$ cat src/rtl/tama_pkg.sv
// Shared types for the pet-game blocks: scheduler state encoding and event codes.
package tama_pkg;

  typedef enum logic [1:0] {
    SCHED_IDLE    = 2'd0,
    SCHED_LOAD    = 2'd1,
    SCHED_COUNT   = 2'd2,
    SCHED_REQUEST = 2'd3
  } sched_state_t;

  typedef logic [1:0] event_t;

  localparam event_t EVT_HUNGER = 2'd0;
  localparam event_t EVT_BORED  = 2'd1;
  localparam event_t EVT_SICK   = 2'd2;
  localparam event_t EVT_POOP   = 2'd3;

endpackage

$ cat src/rtl/random_event_scheduler.sv
// Draws a random tick interval, counts it down, then raises a pet event request
// that is held until acknowledged or until it times out.
module random_event_scheduler
  import tama_pkg::*;
#(
  parameter int MIN_INTERVAL = 16,
  parameter int RANGE_BITS   = 5,
  parameter int ACK_TIMEOUT  = 8
) (
  input  logic       in_clk,
  input  logic       in_n_rst,
  input  logic       in_enable,
  input  logic       in_tick,
  input  logic [7:0] in_random,
  input  logic       in_ack,
  output logic       out_req,
  output logic [1:0] out_event,
  output logic [7:0] out_countdown,
  output logic       out_missed,
  output logic       out_busy,
  output logic [1:0] out_state
);

  localparam logic [1:0] ST_IDLE    = SCHED_IDLE;
  localparam logic [1:0] ST_LOAD    = SCHED_LOAD;
  localparam logic [1:0] ST_COUNT   = SCHED_COUNT;
  localparam logic [1:0] ST_REQUEST = SCHED_REQUEST;

  localparam logic [7:0] MIN_V     = 8'(MIN_INTERVAL);
  localparam logic [8:0] TIMEOUT_V = 9'(ACK_TIMEOUT);

  // Handshake: out_req rises with a stable out_event and stays up until in_ack
  // is sampled high (dropped on the following edge) or the timeout expires.

  logic [1:0] state;
  logic [7:0] timeout_cnt;
  logic [7:0] interval;
  logic [8:0] timeout_next;
  logic [1:0] after_request;
  logic       unused_random;

  assign interval      = MIN_V + {{(8 - RANGE_BITS){1'b0}}, in_random[RANGE_BITS-1:0]};
  assign timeout_next  = {1'b0, timeout_cnt} + 9'd1;
  assign after_request = in_enable ? ST_LOAD : ST_IDLE;
  assign unused_random = &{1'b0, in_random};

  assign out_busy  = (state != ST_IDLE);
  assign out_state = state;

  always_ff @(posedge in_clk or negedge in_n_rst) begin
    if (!in_n_rst) begin
      state         <= ST_IDLE;
      out_req       <= 1'b0;
      out_event     <= EVT_HUNGER;
      out_countdown <= 8'd0;
      out_missed    <= 1'b0;
      timeout_cnt   <= 8'd0;
    end else begin
      out_missed <= 1'b0;
      case (state)
        ST_IDLE: begin
          if (in_enable) state <= ST_LOAD;
        end

        ST_LOAD: begin
          // Ticks arriving here are dropped; disabling freezes the countdown.
          if (!in_enable) begin
            state <= ST_IDLE;
          end else begin
            out_countdown <= interval;
            state         <= ST_COUNT;
          end
        end

        ST_COUNT: begin
          if (!in_enable) begin
            state <= ST_IDLE;
          end else if (in_tick) begin
            if (out_countdown <= 8'd1) begin
              out_countdown <= 8'd0;
              out_req       <= 1'b1;
              out_event     <= in_random[7:6];
              timeout_cnt   <= 8'd0;
              state         <= ST_REQUEST;
            end else begin
              out_countdown <= out_countdown - 8'd1;
            end
          end
        end

        ST_REQUEST: begin
          // Ack beats a coincident timeout tick, so no miss is flagged then.
          if (in_ack) begin
            out_req <= 1'b0;
            state   <= after_request;
          end else if (in_tick) begin
            if (timeout_next >= TIMEOUT_V) begin
              out_req    <= 1'b0;
              out_missed <= 1'b1;
              state      <= after_request;
            end
            timeout_cnt <= timeout_next[7:0];
          end
        end

        default: state <= ST_IDLE;
      endcase
    end
  end

endmodule

$ cat config.mk
export PLATFORM = sky130hd
export DESIGN_NAME = random_event_scheduler
export DESIGN_NICKNAME = d
export VERILOG_FILES = /design/src/rtl/tama_pkg.sv /design/src/rtl/random_event_scheduler.sv
export SDC_FILE = /design/constraint.sdc
export NUM_CORES = 1
export LEC_CHECK = 0
export ABC_CLOCK_PERIOD_IN_PS = 4950
export CAP_MARGIN = 10
export CORE_MARGIN = 5
export CORE_UTILIZATION = 50
export DETAILED_ROUTE_END_ITERATION = 7
export GPL_TIMING_DRIVEN = 1
export PLACE_DENSITY = 0.79
export SYNTH_ARGS = -nofsm -noshare
export SYNTH_HDL_FRONTEND = slang
export SYNTH_SLANG_ARGS = --single-unit
$ cat constraint.sdc
create_clock -name in_clk -period 4.95 [get_ports in_clk]
set_clock_uncertainty 0.15 [all_clocks]
set_input_delay 0.99 -clock in_clk [delete_from_list [all_inputs] [get_ports in_clk]]
set_output_delay 0.99 -clock in_clk [all_outputs]
set_load 0.005 [all_outputs]
After elaboration in Yosys (flattened, before gate mapping)
Index checks and enable logic that the tools add are counted.

Bits in registers: 22. Input bits: 13. Output and inout bits: 15. Word-level logic and storage cells: 66.

Add/sub/neg operators: 3. $lt $le $gt $ge: 2. Equality and inequality tests: 14. Muxes and demuxes: 32. Reduce and logical (&&, ||, !) cells: 9.

Operators with widths (count): two-way mux 8 bit (9); case mux 8 bit (2 select lines) (2); two-way mux 2 bit (8); inequality test 2 bit, second input constant (7); inequality test 3 bit, second input constant (4); AND reduction 6 bit (2); two-way mux 1 bit (11); adder 8 x 1 -> 9 bit, second input constant (1); greater-or-equal comparator 9 x 4 -> 1 bit, second input constant (1); <= comparator 8 x 1 -> 1 bit, second input constant (1); case mux 2 bit (4 select lines) (1); AND reduction 4 bit (2); subtractor 8 x 1 -> 8 bit, second input constant (1); adder 5 x 5 -> 6 bit, first input constant (1); nonzero test 2 bit (3); AND reduction 5 bit (1); == test 2 bit, second input constant (2); == test 2 x 1 -> 1 bit, second input constant (1); zero test 2 bit (1); case mux 1 bit (2 select lines) (1).

Logic depth before layout (Yosys ltp)
Gate-level depths: netlist (run 1).

Depth in word-level cells: 6. Mapped depth: 7. Depth with buffers taken out: 7.

Worst setup path before layout (run 1)
OpenSTA, ideal clock, no wires.

Kind: input-to-reg. From: input in_enable. To: register timeout_cnt[4]. Setup time: 129 ps. Arrival: 1874 ps. Required time: 4671 ps. Path slack: 2796 ps. Stages: 5. Path buffers: 1. Cell sequence: clkbuf_1 -> o21ai_0 -> a211o_4 -> o21ai_1 -> o31ai_1.

Longest elaborated chain between the ends: 2.

Ends and longest elaborated chain: start, declared (line random_event_scheduler.sv:12) `input logic in_enable,`; inequality test 2 bit (no source line); AND reduction 6 bit (no source line); end signal, assigned (line random_event_scheduler.sv:102) `timeout_cnt <= timeout_next[7:0];`; end, declared (line random_event_scheduler.sv:36) `logic [7:0] timeout_cnt;`.

Every way passes these cells. A chain may end at the register's enable or synchronous reset.

Final worst setup path (run 1)
From: register state[1] (netlist: out_state[1]). To: output out_busy.

Longest elaborated chain between the ends: 1.

Ends and longest elaborated chain: start, declared (line random_event_scheduler.sv:35) `logic [1:0] state;`; start signal, assigned (line random_event_scheduler.sv:95) `state <= after_request;`; start signal, assigned (line random_event_scheduler.sv:100) `state <= after_request;`; nonzero test 2 bit (line random_event_scheduler.sv:47) `assign out_busy = (state != ST_IDLE);`; end, declared (line random_event_scheduler.sv:20) `output logic out_busy,`.

Every way passes these cells.

==> results of run 1 <==
-- layer usage --
metal | up-vias | wire length (um) | global-route usage (%)
li1 | 604 | - | -
met1 | 599 | 1512 | 26.35
met2 | 39 | 1442 | 29.75
met3 | 5 | 204 | 4.132
met4 | 0 | 46 | 5.758
met5 | - | 0 | 0
-- worst reg2reg max path, delay by kind of cell, from the launching register on --
family | cells | cell delay, ns
buffers and inverters | 1 | 0.10
DFF | 1 | 0.48
adders and majority gates | 1 | 0.26
AOI/OAI and AO/OA | 2 | 0.65
and+or+nand+nor | 2 | 0.54
-- per-stage QoR --
step | instance area (um^2) | power, mW
after floorplan | 1344 | 0.5241
after global placement | 1624 | 0.6741
after detailed placement | 1624 | 0.6886
after CTS | 1660 | 0.7929
after global routing | 1660 | 0.8554
final | 1660 | 0.7923
-- cell type report --
cell class                 count  area (um^2)  share of cell area (%)
timing repair buffer          26        260.3                   15.67
clock buffer                   4        36.28                   2.185
inverter                       9        33.78                   2.035
sequential                    22        550.5                   33.16
tap                           30        37.54                   2.261
multi-input combinational    114        742.0                   44.69
-- registers in the layout, summed over array words and instances (netlist names) --
signal         flops
out_countdown      8
out_state          2
timeout_cnt        8
out_req            1
out_event          2
out_missed         1
-- placed cells by master, fill, tap and decap left out, types with 4 or more instances in the layout --
cell type,count
inv_1,9
and3_1,4
a31oi_1,5
clkdlybuf4s50_1,26
o21ai_0,16
nor2b_1,4
nor2_1,9
o21ai_1,8
nand3_1,4
dfrtp_1,22
nand2_1,13
a21oi_1,6
-- how the worst min path moves through the flow --
stage / startpoint / endpoint / slack (ns) / cells past startpoint
2_1_floorplan: timeout_cnt[7]$_DFFE_PN0P_ / timeout_cnt[7]$_DFFE_PN0P_ / 0.29 / 1
3_3_place_gp: timeout_cnt[7]$_DFFE_PN0P_ / timeout_cnt[7]$_DFFE_PN0P_ / 0.31 / 1
3_5_place_dp: timeout_cnt[7]$_DFFE_PN0P_ / timeout_cnt[7]$_DFFE_PN0P_ / 0.34 / 1
4_1_cts: timeout_cnt[7]$_DFFE_PN0P_ / timeout_cnt[7]$_DFFE_PN0P_ / 0.36 / 1
5_1_grt: out_event[1]$_DFFE_PN0P_ / out_event[1]$_DFFE_PN0P_ / 0.41 / 1
6_report: timeout_cnt[7]$_DFFE_PN0P_ / timeout_cnt[7]$_DFFE_PN0P_ / 0.36 / 1
-- report_power, final --
part           internal [mW]  switching (mW)  total (mW)
clock network         0.0450          0.0557       0.101
registers              0.229          0.0811       0.310
logic                  0.195           0.186       0.381
total                  0.470           0.323       0.792
-- cells by family after synthesis --
family                   synth area share, %
AO/OA/AOI/OAI                          27.84
AND/OR/NAND/NOR                        21.51
flip-flops                             40.97
buffers and inverters                  3.818
multiplexers                           2.421
adder cells (fa/ha/maj)                2.794
XOR/XNOR                              0.6519
==> results_dict.tcl, run 1 <==
set metrics [dict create \
    synth_common_cells "22 x dfrtp_1, 16 x o21ai_0, 13 x nand2_1" \
    grt_max_degree 23 \
    p_leak_nw 0.6885 \
    synth_top_cell_by_area "dfrtp_1" \
    routed_wl_um 3205 \
    post_cts_buffers 0 \
    syn_inst 149 \
    avgViaCountPerCell 6.083 \
    syn_nets 165 \
    initial_utilization_pct 53.27 \
    status "completed" \
    cp.depth 2 \
    r2r_slack_ns 2.67 \
    rsz0062_at_grt "no" \
    syn_area_mm2 0.001344 \
    final_nets 192 \
    synth_warnings 0 \
    reg2reg_depth 6 \
    first_pass_iters 5 \
    drive_above_1_share_pct 9.143 \
    cp_top_family "flip-flops" \
    hpwl_um 2397 \
    grt_use_total_pct 19.00 \
    insertedDiodeCount 0 \
    cts_tree "done" \
    num_rows 18 \
    async_flop_share_pct 100.0 \
    slew_violations 0 \
    grt_pass1_vias 1183 \
    grt_pass1_wl_um 5388 \
    cp_cell_sequence "or2_2 > clkdlybuf4s50_1" \
    fillers 226 \
    p_per_area_mw_per_mm2 477.2 \
    critical_path.slowest_cell "dfrtp_1" \
    synth_most_common_cell "dfrtp_1" \
    area_growth_pct 23.56 \
    start_kind "flop" \
    fin_cells 205 \
    htreeDepth 1 \
    cp.required_ns 3.81 \
    synth_cell_type_count 46 \
    cp.arrival_ns 1.60 \
    cp_num_buf_inv 1 \
    period_needed_ns 2.742 \
    critical_path_class "flop to output pin" \
    worstSetupStartpoint "out_state[1]$_DFFE_PN0P_" \
    synth_ff_type "dfrtp_1" \
    vdd_ir_drop_max_uv 446.7 \
    syn_avg_cell_area_um2 9.019 \
    pre_cts_slack_ns 2.169 \
    worstSetupEndpoint "out_busy" \
    wl_per_cell_um 15.63 \
    clk_pin_slew_ns 0.12 \
    final_util_pct 65.82 \
    rr_endpoint "out_countdown[7]$_DFFE_PN0P_" \
    hp-class "flop to flop" \
    synth.yosys.seq_area_share_pct 40.97 \
    synthTopCellsByArea "dfrtp_1 41%, o21ai_0 6.0%, nand2_1 3.6%" \
    fin_hold_ws_ns 0.3576 \
    core-area_mm2 0.002522 \
    reg2reg_from "out_countdown[1]$_DFFE_PN0P_" \
    hold_viol 0 \
    fin_crit_sh_pct 55.40 \
    antenna_found_initial 0 \
    cts_made_buffers 3 \
    num_vias 1247 \
    port_buffers 26 \
    gp_congestion 0.8621 \
    tightest_slew_ns 1.007 \
    detail-route-antenna-nets 0 \
    synth_seq_cells 22 \
    dp_cells 201 \
    clkSinkCount 22 \
    clock_latency_ns 0.32 \
    hold_buffers 0 \
    fmax_mhz 364.6 \
    ctsResizeCount 0 \
    remaining_drc_errors 0 \
    timing.setup.tns_ns 0 \
    crit_path_end_kind "output pin" \
    dieArea_mm2 0.003824 \
    synth-edff-count 0 \
    finalSetupViolCount 0 \
    crit_fanout 11 \
    initialDrtViolationCount 76 \
    ios 28 \
    die_x_um 61.84 \
    yosysTopAreaCellShare_pct 40.97 \
    grt_overflow 0 \
    cap_violations 0 \
    cts-root-buf "clkbuf_4" \
    relSlewSlack_pct 32.66 \
    ctsLongestPathBuffers 2 \
    die_y_um 61.84 \
    setup_ws_ns 2.208 \
    cpPeakStageDelay_ns 0.51 \
]
Note: power is estimated with default switching activity, not from simulation.
==> run 2, diff against run 1 <==
--- a/config.mk
+++ b/config.mk
@@ -5,7 +5,7 @@
 export SDC_FILE = /design/constraint.sdc
 export NUM_CORES = 1
 export LEC_CHECK = 0
-export ABC_CLOCK_PERIOD_IN_PS = 4950
+export ABC_CLOCK_PERIOD_IN_PS = 2540
 export CAP_MARGIN = 10
 export CORE_MARGIN = 5
 export CORE_UTILIZATION = 50
==> constraint.sdc (replaced) <==
create_clock -name in_clk -period 2.54 [get_ports in_clk]
set_clock_uncertainty 0.15 [all_clocks]
set_input_delay 0.508 -clock in_clk [delete_from_list [all_inputs] [get_ports in_clk]]
set_output_delay 0.508 -clock in_clk [all_outputs]
set_load 0.005 [all_outputs]
==> results_dict.tcl, run 2 (synthesis results as in run 1) <==
set metrics [dict create \
    status "completed" \
    clkSinkCount 22 \
    num_vias 1253 \
    final_nets 193 \
    avgViaCountPerCell 6.083 \
    fin_crit_sh_pct 91.44 \
    p_int_mw 0.9872 \
    detail-route-antenna-nets 0 \
    finish.instance_area_mm2 0.001684 \
    setup_ws_ns 0.2174 \
    grt_use_total_pct 18.63 \
    busiest_layer "met2" \
    cpPeakStageDelay_ns 0.50 \
    p_leak_nw 0.7003 \
    fmax_mhz 430.6 \
    cp.arrival_ns 2.37 \
    fillers 213 \
    period_needed_ns 2.323 \
    port_buffers 26 \
    cts_made_buffers 3 \
    ctsResizeCount 0 \
    final_common_cell "clkdlybuf4s50_1" \
    mostFrequentLayoutCells "26 x clkdlybuf4s50_1, 22 x dfrtp_1, 16 x o21ai_0" \
    p_sw_mw 0.6360 \
    antenna_found_initial 0 \
    cts_tree "done" \
    cp_top_family "compound AO/OA/AOI/OAI gates" \
    slew_violations 0 \
    p_sw_share_pct 39.18 \
    post_cts_buffers 0 \
    finalSetupViolCount 0 \
    first_pass_iters 4 \
    hold_buffers 0 \
    grt_util_met3_pct 4.132 \
    vdd_ir_drop_max_uv 912.7 \
    cp_num_buf_inv 1 \
    cap_violations 0 \
    initial_utilization_pct 53.27 \
    dieArea_mm2 0.003824 \
    timing.setup.tns_ns 0 \
    hpwl_um 2348 \
    crit_path_end_kind "flop" \
    cp_cell_sequence "inv_1 > ha_1 > or2_1 > a31oi_4 > nand2_1 > o41ai_1" \
    power.share.clock_pct 16.8 \
    grt_pass1_vias 1150 \
    insertedDiodeCount 0 \
    relSlewSlack_pct 58.57 \
    ios 28 \
    top_regs "out_countdown x8, timeout_cnt x8" \
    area_growth_pct 25.33 \
    tightest_slew_ns 0.6173 \
    drive_above_1_share_pct 9.659 \
    power.sequential.fraction_pct 37.1 \
    cp.required_ns 2.59 \
    clock_latency_ns 0.31 \
    crit_fanout 7 \
    grt_max_degree 23 \
    die_x_um 61.84 \
    start_kind "flop" \
    hold_viol 0 \
    core-area_mm2 0.002522 \
    placed_cell_area_mm2 0.001632 \
    clk_pin_slew_ns 0.14 \
    critical_path.slowest_cell "dfrtp_1" \
    num_rows 18 \
    htreeDepth 1 \
    met1_usage_pct 25.00 \
    remaining_drc_errors 0 \
    pre_cts_slack_ns 0.2988 \
    rsz0062_at_grt "no" \
    routed_wl_um 3214 \
    critical_path_class "flop to flop" \
    met2_usage_pct 29.75 \
    grt_overflow 0 \
    ctsLongestPathBuffers 2 \
    combPwrFrac_pct 46.1 \
    grt_pass1_wl_um 5257 \
    gp_congestion 0.8409 \
    die_y_um 61.84 \
    wl_per_cell_um 15.60 \
    initialDrtViolationCount 83 \
    hp-class "flop to flop" \
    p_per_area_mw_per_mm2 963.8 \
    cts-root-buf "clkbuf_4" \
]
==> run 2: cell types whose count changed in the layout (fill, tap and decap cells not counted), sizes merged <==
| cell | delta |
|---|---|
| clkbuf | -1 |
| bufinv | +1 |
| buf | +1 |
==> run 2: power by group through the flow <==
stage          registers, mW  clock network [mW]  logic, mW
6_report               0.602               0.272      0.749
5_1_grt                0.620               0.296      0.832
4_1_cts                0.598               0.281      0.747
3_5_place_dp           0.604                   0      0.740
3_3_place_gp           0.595                   0      0.721
2_1_floorplan          0.562                   0      0.459
==> run 2: layer usage <==
metal,routed length (um),vias to the layer above,share of wire [%]
li1,-,602,-
met1,1449,609,45
met2,1492,40,46
met3,251,2,7.8
met4,20,0,0.62
met5,0,-,0
==> run 2: path summary, 6_finish.rpt <==
path                                                    from                            to  slack [ns]  cells after the start
worst min register to register    timeout_cnt[7]$_DFFE_PN0P_    timeout_cnt[7]$_DFFE_PN0P_        0.34                      1
worst max-delay path            out_countdown[0]$_DFFE_PN0P_  out_countdown[7]$_DFFE_PN0P_        0.22                      6
min in group asynchronous                           in_n_rst    timeout_cnt[5]$_DFFE_PN0P_        0.38                      2
worst min-delay path              timeout_cnt[7]$_DFFE_PN0P_    timeout_cnt[7]$_DFFE_PN0P_        0.34                      1
worst max register to register  out_countdown[0]$_DFFE_PN0P_  out_countdown[7]$_DFFE_PN0P_        0.22                      6
max in group asynchronous                           in_n_rst  out_countdown[4]$_DFFE_PN0P_        1.63                      2
==> run 2: through the flow <==
step           util, %  hold slack [ns]  instances  power [mW]
2_1_floorplan        -          0.06241        149       1.021
3_3_place_gp     64.68           0.3145        202       1.317
3_5_place_dp     64.68           0.3209        202       1.344
4_1_cts          66.77           0.3373        206       1.627
5_1_grt          66.77           0.3652        206       1.748
6_report         66.77           0.3406        206       1.623
==> run 2: area by class of cell <==
type / count / area [um^2] / area share, %
timing repair buffer: 27 / 267.8 / 15.90
clock inverter: 1 / 30.03 / 1.783
multi-input combinational: 114 / 742.0 / 44.06
tap: 30 / 37.54 / 2.229
sequential: 22 / 550.5 / 32.69
inverter: 9 / 33.78 / 2.006
clock buffer: 3 / 22.52 / 1.337
==> run 3, diff against run 2 <==
--- a/config.mk
+++ b/config.mk
@@ -9,6 +9,7 @@
 export CAP_MARGIN = 10
 export CORE_MARGIN = 5
 export CORE_UTILIZATION = 50
+export CTS_BUF_LIST = sky130_fd_sc_hd__clkbuf_4 sky130_fd_sc_hd__clkbuf_8 sky130_fd_sc_hd__clkbuf_16
 export DETAILED_ROUTE_END_ITERATION = 7
 export GPL_TIMING_DRIVEN = 1
 export PLACE_DENSITY = 0.79
==> results of run 3 <==
Final layout, timing and power as in run 2 (identical DEF).
